`src/rtl/wrr_arbiter_if.sv`:
```
// ============================================================================
//  Module      : wrr_arbiter_if
//  Description : Request/weight/ack and grant bundle for the WRR arbiter.
//  Revision    : 1.0
// ============================================================================
`default_nettype none

interface wrr_arbiter_if #(
  parameter int N            = 4,
  parameter int INDEX_WIDTH  = (N == 1) ? 1 : $clog2(N),
  parameter int WEIGHT_WIDTH = 4
);
  logic [N-1:0]                    i_request;
  logic [N-1:0][WEIGHT_WIDTH-1:0]  i_weight;
  logic                            i_ack;
  logic                            o_grant_valid;
  logic [INDEX_WIDTH-1:0]          o_grant_index;
  logic [N-1:0]                    o_grant_onehot;

  modport master (
    output i_request, i_weight, i_ack,
    input  o_grant_valid, o_grant_index, o_grant_onehot
  );

  modport slave (
    input  i_request, i_weight, i_ack,
    output o_grant_valid, o_grant_index, o_grant_onehot
  );
endinterface

`default_nettype wire

```
`src/rtl/wrr_arbiter.sv`:
```
// ============================================================================
//  Module      : wrr_arbiter
//  Description : Weighted round-robin arbiter; grant held for a burst of acks.
//  Revision    : 1.0
// ============================================================================
`default_nettype none

module wrr_arbiter #(
  parameter int N            = 4,
  parameter int INDEX_WIDTH  = (N == 1) ? 1 : $clog2(N),
  parameter int WEIGHT_WIDTH = 4
) (
  input  wire logic      i_clk,
  input  wire logic      i_rst_n,
  wrr_arbiter_if.slave   bus
);

  typedef enum logic [0:0] {
    ST_IDLE  = 1'b0,
    ST_GRANT = 1'b1
  } state_t;

  state_t                  state_q;
  logic                    valid_q;
  logic [INDEX_WIDTH-1:0]  index_q;
  logic [N-1:0]            onehot_q;
  logic [INDEX_WIDTH-1:0]  ptr_q;
  logic [WEIGHT_WIDTH-1:0] credit_q;

  logic                    w_any_req;
  logic                    w_hi_found;
  logic [INDEX_WIDTH-1:0]  w_hi_idx;
  logic [INDEX_WIDTH-1:0]  w_lo_idx;
  logic [INDEX_WIDTH-1:0]  w_win_idx;
  logic [WEIGHT_WIDTH-1:0] w_win_weight;
  logic [WEIGHT_WIDTH-1:0] w_win_credit;
  logic                    w_release;
  logic                    w_arb_event;

  // Descending scan: last hit is the lowest index, both overall and above the pointer.
  always_comb begin
    w_any_req  = |bus.i_request;
    w_hi_found = 1'b0;
    w_hi_idx   = '0;
    w_lo_idx   = '0;
    for (int i = N - 1; i >= 0; i--) begin
      if (bus.i_request[i]) begin
        w_lo_idx = INDEX_WIDTH'(i);
        if (i > int'(ptr_q)) begin
          w_hi_found = 1'b1;
          w_hi_idx   = INDEX_WIDTH'(i);
        end
      end
    end
    w_win_idx = w_hi_found ? w_hi_idx : w_lo_idx;
  end

  assign w_win_weight = bus.i_weight[w_win_idx];
  assign w_win_credit = (w_win_weight == '0) ? WEIGHT_WIDTH'(1) : w_win_weight;

  assign w_release   = (state_q == ST_GRANT) &&
                       ((bus.i_ack && (credit_q == WEIGHT_WIDTH'(1))) ||
                        !bus.i_request[index_q]);
  assign w_arb_event = (state_q == ST_IDLE) || w_release;

  always_ff @(posedge i_clk) begin
    if (!i_rst_n) begin
      state_q  <= ST_IDLE;
      valid_q  <= 1'b0;
      index_q  <= '0;
      onehot_q <= '0;
      credit_q <= '0;
      ptr_q    <= INDEX_WIDTH'(N - 1);
    end else if (w_arb_event) begin
      if (w_any_req) begin
        state_q  <= ST_GRANT;
        valid_q  <= 1'b1;
        index_q  <= w_win_idx;
        onehot_q <= N'(1) << w_win_idx;
        ptr_q    <= w_win_idx;
        credit_q <= w_win_credit;
      end else begin
        state_q  <= ST_IDLE;
        valid_q  <= 1'b0;
        index_q  <= '0;
        onehot_q <= '0;
        credit_q <= '0;
      end
    end else if (bus.i_ack) begin
      // No release implies credit > 1 here, so this never reaches zero.
      credit_q <= credit_q - WEIGHT_WIDTH'(1);
    end
  end

  assign bus.o_grant_valid  = valid_q;
  assign bus.o_grant_index  = index_q;
  assign bus.o_grant_onehot = onehot_q;

endmodule

`default_nettype wire

```
`src/flat_wrapper.sv`:
```
// flat-port wrapper written by rule: the top's interface ports become plain ports
module wrr_arbiter_flat 
#(
  parameter int N            = 4,
  parameter int INDEX_WIDTH  = (N == 1) ? 1 : $clog2(N),
  parameter int WEIGHT_WIDTH = 4
)
  (i_clk, i_rst_n, bus_i_request, bus_i_weight, bus_i_ack, bus_o_grant_valid, bus_o_grant_index, bus_o_grant_onehot);
  wrr_arbiter_if #(.N(N), .INDEX_WIDTH(INDEX_WIDTH), .WEIGHT_WIDTH(WEIGHT_WIDTH)) bus_i ();
  input  wire logic i_clk;
  input  wire logic i_rst_n;
  input wire logic [$bits(bus_i.i_request)-1:0] bus_i_request;
  input wire logic [$bits(bus_i.i_weight)-1:0] bus_i_weight;
  input wire logic [$bits(bus_i.i_ack)-1:0] bus_i_ack;
  output wire logic [$bits(bus_i.o_grant_valid)-1:0] bus_o_grant_valid;
  output wire logic [$bits(bus_i.o_grant_index)-1:0] bus_o_grant_index;
  output wire logic [$bits(bus_i.o_grant_onehot)-1:0] bus_o_grant_onehot;
  assign bus_i.i_request = bus_i_request;
  assign bus_i.i_weight = bus_i_weight;
  assign bus_i.i_ack = bus_i_ack;
  assign bus_o_grant_valid = bus_i.o_grant_valid;
  assign bus_o_grant_index = bus_i.o_grant_index;
  assign bus_o_grant_onehot = bus_i.o_grant_onehot;
  wrr_arbiter #(.N(N), .INDEX_WIDTH(INDEX_WIDTH), .WEIGHT_WIDTH(WEIGHT_WIDTH)) u_core (.i_clk(i_clk), .i_rst_n(i_rst_n), .bus(bus_i));
endmodule
```
`config.mk`:
```
export PLATFORM = sky130hd
export DESIGN_NAME = wrr_arbiter_flat
export DESIGN_NICKNAME = d
export VERILOG_FILES = /design/src/rtl/wrr_arbiter_if.sv /design/src/rtl/wrr_arbiter.sv /design/src/flat_wrapper.sv
export SDC_FILE = /design/constraint.sdc
export NUM_CORES = 1
export LEC_CHECK = 0
export ABC_AREA = 1
export CORE_AREA = 2 2 47 49
export DETAILED_ROUTE_END_ITERATION = 7
export DIE_AREA = 0 0 49 51
export PLACE_DENSITY = 0.87
export SYNTH_ARGS = -nofsm -noshare
export SYNTH_HDL_FRONTEND = slang
export SYNTH_SLANG_ARGS = --single-unit
```
`constraint.sdc`:
```
create_clock -name i_clk -period 2.25 [get_ports i_clk]
set_input_delay 0.225 -clock i_clk [delete_from_list [all_inputs] [get_ports i_clk]]
set_output_delay 0.225 -clock i_clk [all_outputs]
set_load 0.02 [all_outputs]
```
==> flow_metrics.tcl <==
set metrics [dict create \
    outcome "complete, no violations" \
    crit_path_start_kind "input port" \
    tns_ns 0 \
    synth.cell_area_sq_um 907 \
    grt_start_max_net_pins 12 \
    dieWidth_um 49 \
    ir_worst_vdd_uv 359 \
    dp_slack_ns 0.177 \
    top_usage_layer "met2" \
    finalHoldViolCount 0 \
    timing.final.crit_share_pct 80.4 \
    grt_pass1_wl_mm 3.69 \
    p_leak_nw 0.572 \
    ys_seq_area_share_pct 28.7 \
    grt_use_met2_pct 35.6 \
    layout_commonest_cell "nand2_1" \
    coreArea_sq_um 2060 \
    clkSinkCount 13 \
    synthArstFlopShare_pct 0 \
    rows 17 \
    syn-instance-count 139 \
    place_area_sq_um 1210 \
    drtAntennaViolNets 0 \
    cts_hold_buffers 0 \
    h-tree-depth 1 \
    finClkSkew_ns 0.00330 \
    cts_tree "done" \
    tightest_slew_ns 0.434 \
    powerDensity_nw_per_um2 688 \
    clk_latency_ns 0.26 \
    grt.total_usage_pct 18.5 \
    post_cts_buffers 0 \
    crit_path_end_kind "register" \
    post-dp-hpwl_mm 1.79 \
    antenna_found_initial 0 \
    ys_ff_latch 13 \
    hp-class "register to register" \
    drc 0 \
    critical_path_arrival_ns 2.01 \
    cts_buffers 3 \
    grt_pass1_vias 900 \
    worst-setup-path-type "input port to register" \
    antenna_cells 0 \
    ios 30 \
    grt_setup_unrepaired "false" \
    synth_top_area_cell "dfxtp_1" \
    fin_ws_ns 0.441 \
    dieArea_sq_um 2500 \
    drt_iter0_drc 15 \
    cts_resized 0 \
    place.port_buffers 29 \
    synthTopCellsByArea "dfxtp_1 29%, nand2_1 13%, nand3_1 8.8%" \
    setup_violations 0 \
    gr-usage-met1_pct 21.9 \
    syn2layout_area_growth_pct 36.7 \
    start_util_pct 44.0 \
    synth_top_area_share_pct 28.7 \
    vias 974 \
    synth_cell_type_count 24 \
    firstDrtPassIters 4 \
    clockRootBuffer "clkbuf_4" \
    worst_ep_required_time_ns 2.45 \
    gr-total-overflow 0 \
    vias_per_cell 4.92 \
    ys_warn_count 0 \
    place_congestion 0.832 \
    die_h_um 51 \
    final_max_slew_viol_count 0 \
    drive_above_1_share_pct 10.6 \
    max_freq_mhz 553 \
    whs_ns 0.467 \
    final_cell_mix "31 x nand2_1, 29 x clkdlybuf4s50_1, 16 x nand3_1" \
    cp_max_fo 11 \
    wl_per_cell_um 10.6 \
    synth_edf_count 0 \
    wl_mm 2.10 \
    finish.utilization_pct 60.1 \
    fin_area_sq_um 1240 \
    synthFlopType "dfxtp_1" \
    nNetsFinal 196 \
    relSlewSlack_pct 70.9 \
    grtUsageMet3_pct 1.75 \
    fin_crit_ns 1.81 \
    clk_pin_slew_ns 0.08 \
    maxCapViolCount 0 \
    clockBufferDepth 2 \
    syn_nets 164 \
    synth_area_per_cell_sq_um 6.53 \
]
## state kept, by name, summed over array words and instances (netlist names)
name and count:
u_core.credit_q 4, u_core.state_q 1, u_core.ptr_q 2, u_core.bus.o_grant_index 2, u_core.bus.o_grant_onehot 4
## power by group
group          internal [mW]  total, mW  switching [mW]
combinational          0.170      0.412           0.242
sequential             0.272      0.303          0.0317
clock                 0.0685      0.137          0.0687
## worst paths after layout
kind	slack, ns	cells past startpoint	from	to
worst min register to register	0.47	2	u_core.bus.o_grant_onehot[3]	u_core.bus.o_grant_onehot[3]
worst max-delay path	0.44	13	bus_i_request[1]	u_core.credit_q[0]
worst max register to register	0.52	9	u_core.credit_q[1]	u_core.credit_q[0]
worst min-delay path	0.47	2	u_core.bus.o_grant_onehot[3]	u_core.bus.o_grant_onehot[3]
## per-layer routing
layer  part of all wire [%]  vias to the layer above  wire, um
li1                       -                      518         -
met5                      0                        -         0
met1                     44                      426       923
met3                    3.6                        2        75
met2                     52                       28      1090
met4                   0.62                        0        13
## cell families after synthesis
| kind of cell | after synthesis | synth area share, % |
|---|---|---|
| flops | 13 | 28.7 |
| compound gates | 26 | 15.6 |
| fa+ha+maj | 2 | 2.76 |
| simple gates | 75 | 41.1 |
| buf+inv | 21 | 9.93 |
| xor+xnor | 2 | 1.93 |
## critical path, stage by stage
cell             delay [ns]
clkdlybuf4s50_1        0.52
nand2_1                0.09
nor2_1                 0.12
nor2_2                 0.06
nand2_2                0.09
nand2_2                0.16
inv_1                  0.19
nor2_1                 0.05
o21ai_0                0.15
nand2_1                0.08
nand2_1                0.07
nand2_1                0.07
a21oi_2                0.13
## through the flow
stage	total power [mW]	instances
after global placement	0.705	194
after detailed placement	0.720	194
final	0.852	198
after floorplan	0.594	139
after CTS	0.856	198
after global routing	0.927	198
## synthesized netlist by cell type, types with 2 or more instances
| cell | n |
|---|---|
| xor2_1 | 2 |
| o211ai_1 | 3 |
| o21ai_0 | 7 |
| ha_1 | 2 |
| nor2_1 | 12 |
| dfxtp_1 | 13 |
| nand2_1 | 31 |
| nand3_1 | 16 |
| inv_2 | 4 |
| nand2_2 | 6 |
| o21ai_1 | 4 |
| inv_1 | 15 |
| a21oi_1 | 11 |
| nand4_1 | 3 |
## cell type report
type                            count  area [sq um]
Inverter                           19          71.3
Multi-Input combinational cell    105           557
Sequential cell                    13           260
Tap cell                           28          35.0
Fill cell                         191           823
Timing Repair Buffer               29           290
Clock buffer                        4          26.3
No activity file was read; power rests on OpenSTA's default activity.
==> edit, RTL diff (same settings) <==
`N` is set to 4 in 3 places; all go to 2.
--- a/src/rtl/wrr_arbiter_if.sv
+++ b/src/rtl/wrr_arbiter_if.sv
@@ -6,7 +6,7 @@
 `default_nettype none
 
 interface wrr_arbiter_if #(
-  parameter int N            = 4,
+  parameter int N            = 2,
   parameter int INDEX_WIDTH  = (N == 1) ? 1 : $clog2(N),
   parameter int WEIGHT_WIDTH = 4
 );
--- a/src/rtl/wrr_arbiter.sv
+++ b/src/rtl/wrr_arbiter.sv
@@ -6,7 +6,7 @@
 `default_nettype none
 
 module wrr_arbiter #(
-  parameter int N            = 4,
+  parameter int N            = 2,
   parameter int INDEX_WIDTH  = (N == 1) ? 1 : $clog2(N),
   parameter int WEIGHT_WIDTH = 4
 ) (
--- a/src/flat_wrapper.sv
+++ b/src/flat_wrapper.sv
@@ -1,7 +1,7 @@
 // flat-port wrapper written by rule: the top's interface ports become plain ports
 module wrr_arbiter_flat 
 #(
-  parameter int N            = 4,
+  parameter int N            = 2,
   parameter int INDEX_WIDTH  = (N == 1) ? 1 : $clog2(N),
   parameter int WEIGHT_WIDTH = 4
 )
Ports: changed (resized bus_i_request, bus_i_weight, bus_o_grant_index and bus_o_grant_onehot); port bits go from 30 to 17. No check against the original RTL was run, so the function may have changed too.
==> edit against the unedited design <==
  * Largest power group is now registers
  * Area after synthesis down 41%
  * Clock skew up 0.0075 ns
  * Setup slack better by 0.27 ns
  * Sequential power down 45%
  * Utilization down 24 points
  * Final area down 40%
  * Sequential cell count down 5
  * Routed wire length down 39%
  * Highest routed layer unchanged
  * Total power down 52%
==> edit: results (changes against the unedited design) <==
status=finished clean; vias per inst=4.45 (-9.5%); clock slew at reported path FFs=0.06 ns (-0.02 ns); top post-synthesis cells by count=nand2_1, inv_1, nor2_1; worst r2r path cells=8 (-1); global routing usage on met3=2.05% (+0.29 points); GRT Total Usage=11.6% (-6.8 points); end of the worst hold path=u_core.bus.o_grant_onehot[0]$_SDFFE_PN0N_; Synth Area in Compound Gates=12.6% (-3.0 points); post-route cell area=748 um2 (-40%); Worst Path Arrival=1.32 ns (-0.69 ns); Worst-Margin Slew=0.264 ns (-0.170 ns); hold_sp=u_core.bus.o_grant_onehot[0]$_SDFFE_PN0N_; Detail Placement HPWL=1060 um (-41%); Worst path max stage delay=0.64 ns (+0.12 ns); Max Clock Skew=0.0108 ns (+0.00745 ns); met1 capacity usage during global routing=12.1% (-9.8 points); post-place instance area=726 um2 (-40%); WL met2=711 um (-34%); WS Path Type=flip-flop to output port; nets=119 (-39%); Netlist cell types=19 (-21%); port bufs=16 (-45%); Leakage=0.353 nW (-38%); Mapped Cells=84 (-40%); Setup WS post-layout=0.709 ns (+0.268 ns); vias in the first global route=534 (-41%); vias=579 (-41%); met2 Usage GRT=22.4% (-13 points); Psw=0.132 mW (-61%); metal3 WL=57 um (-24%); Place WS=0.664 ns (+0.487 ns); largest net degree at the start of global routing=8 (-4); share of cells above drive strength 1=8.82% (-1.8 points); crit path to=bus_o_grant_index; Peak supply drop=0.000299 V (-17%); Reg2Reg Setup Slack=0.91 ns (+0.39 ns); Worst Setup SP=u_core.bus.o_grant_onehot[1]$_SDFFE_PN0N_; Placed Instances=127 (-35%); M1 WL=509 um (-45%); Synth Area in Adders=4.65% (+1.9 points)
==> edit: cell types whose count changed after synthesis, moves of 2 or more <==
cell and delta:
a21oi_1 -5, dfxtp_1 -5, inv_2 -4, nand2_1 -12, nand2_2 -5, nand3_1 -9, nand4_1 -2, o211ai_1 -3
o21ai_0 -6, o21ai_2 +2, xor2_1 -2
==> edit: layout make-up <==
class                      count  share of cell area (%)
sequential                     8                    21.4
tap                           28                    4.68
multi-input combinational     59                    41.1
clock buffer                   3                    3.01
timing repair buffer          16                    21.4
inverter                      16                    8.36
==> edit: power by group through the flow <==
| stage | sequential, mW | clock [mW] | combinational (mW) |
|---|---|---|---|
| after floorplan | 0.172 | 0 | 0.0746 |
| after global placement | 0.169 | 0 | 0.122 |
| after CTS | 0.167 | 0.114 | 0.127 |
| final | 0.167 | 0.114 | 0.127 |
| after detailed placement | 0.170 | 0 | 0.127 |
| after global routing | 0.169 | 0.125 | 0.142 |
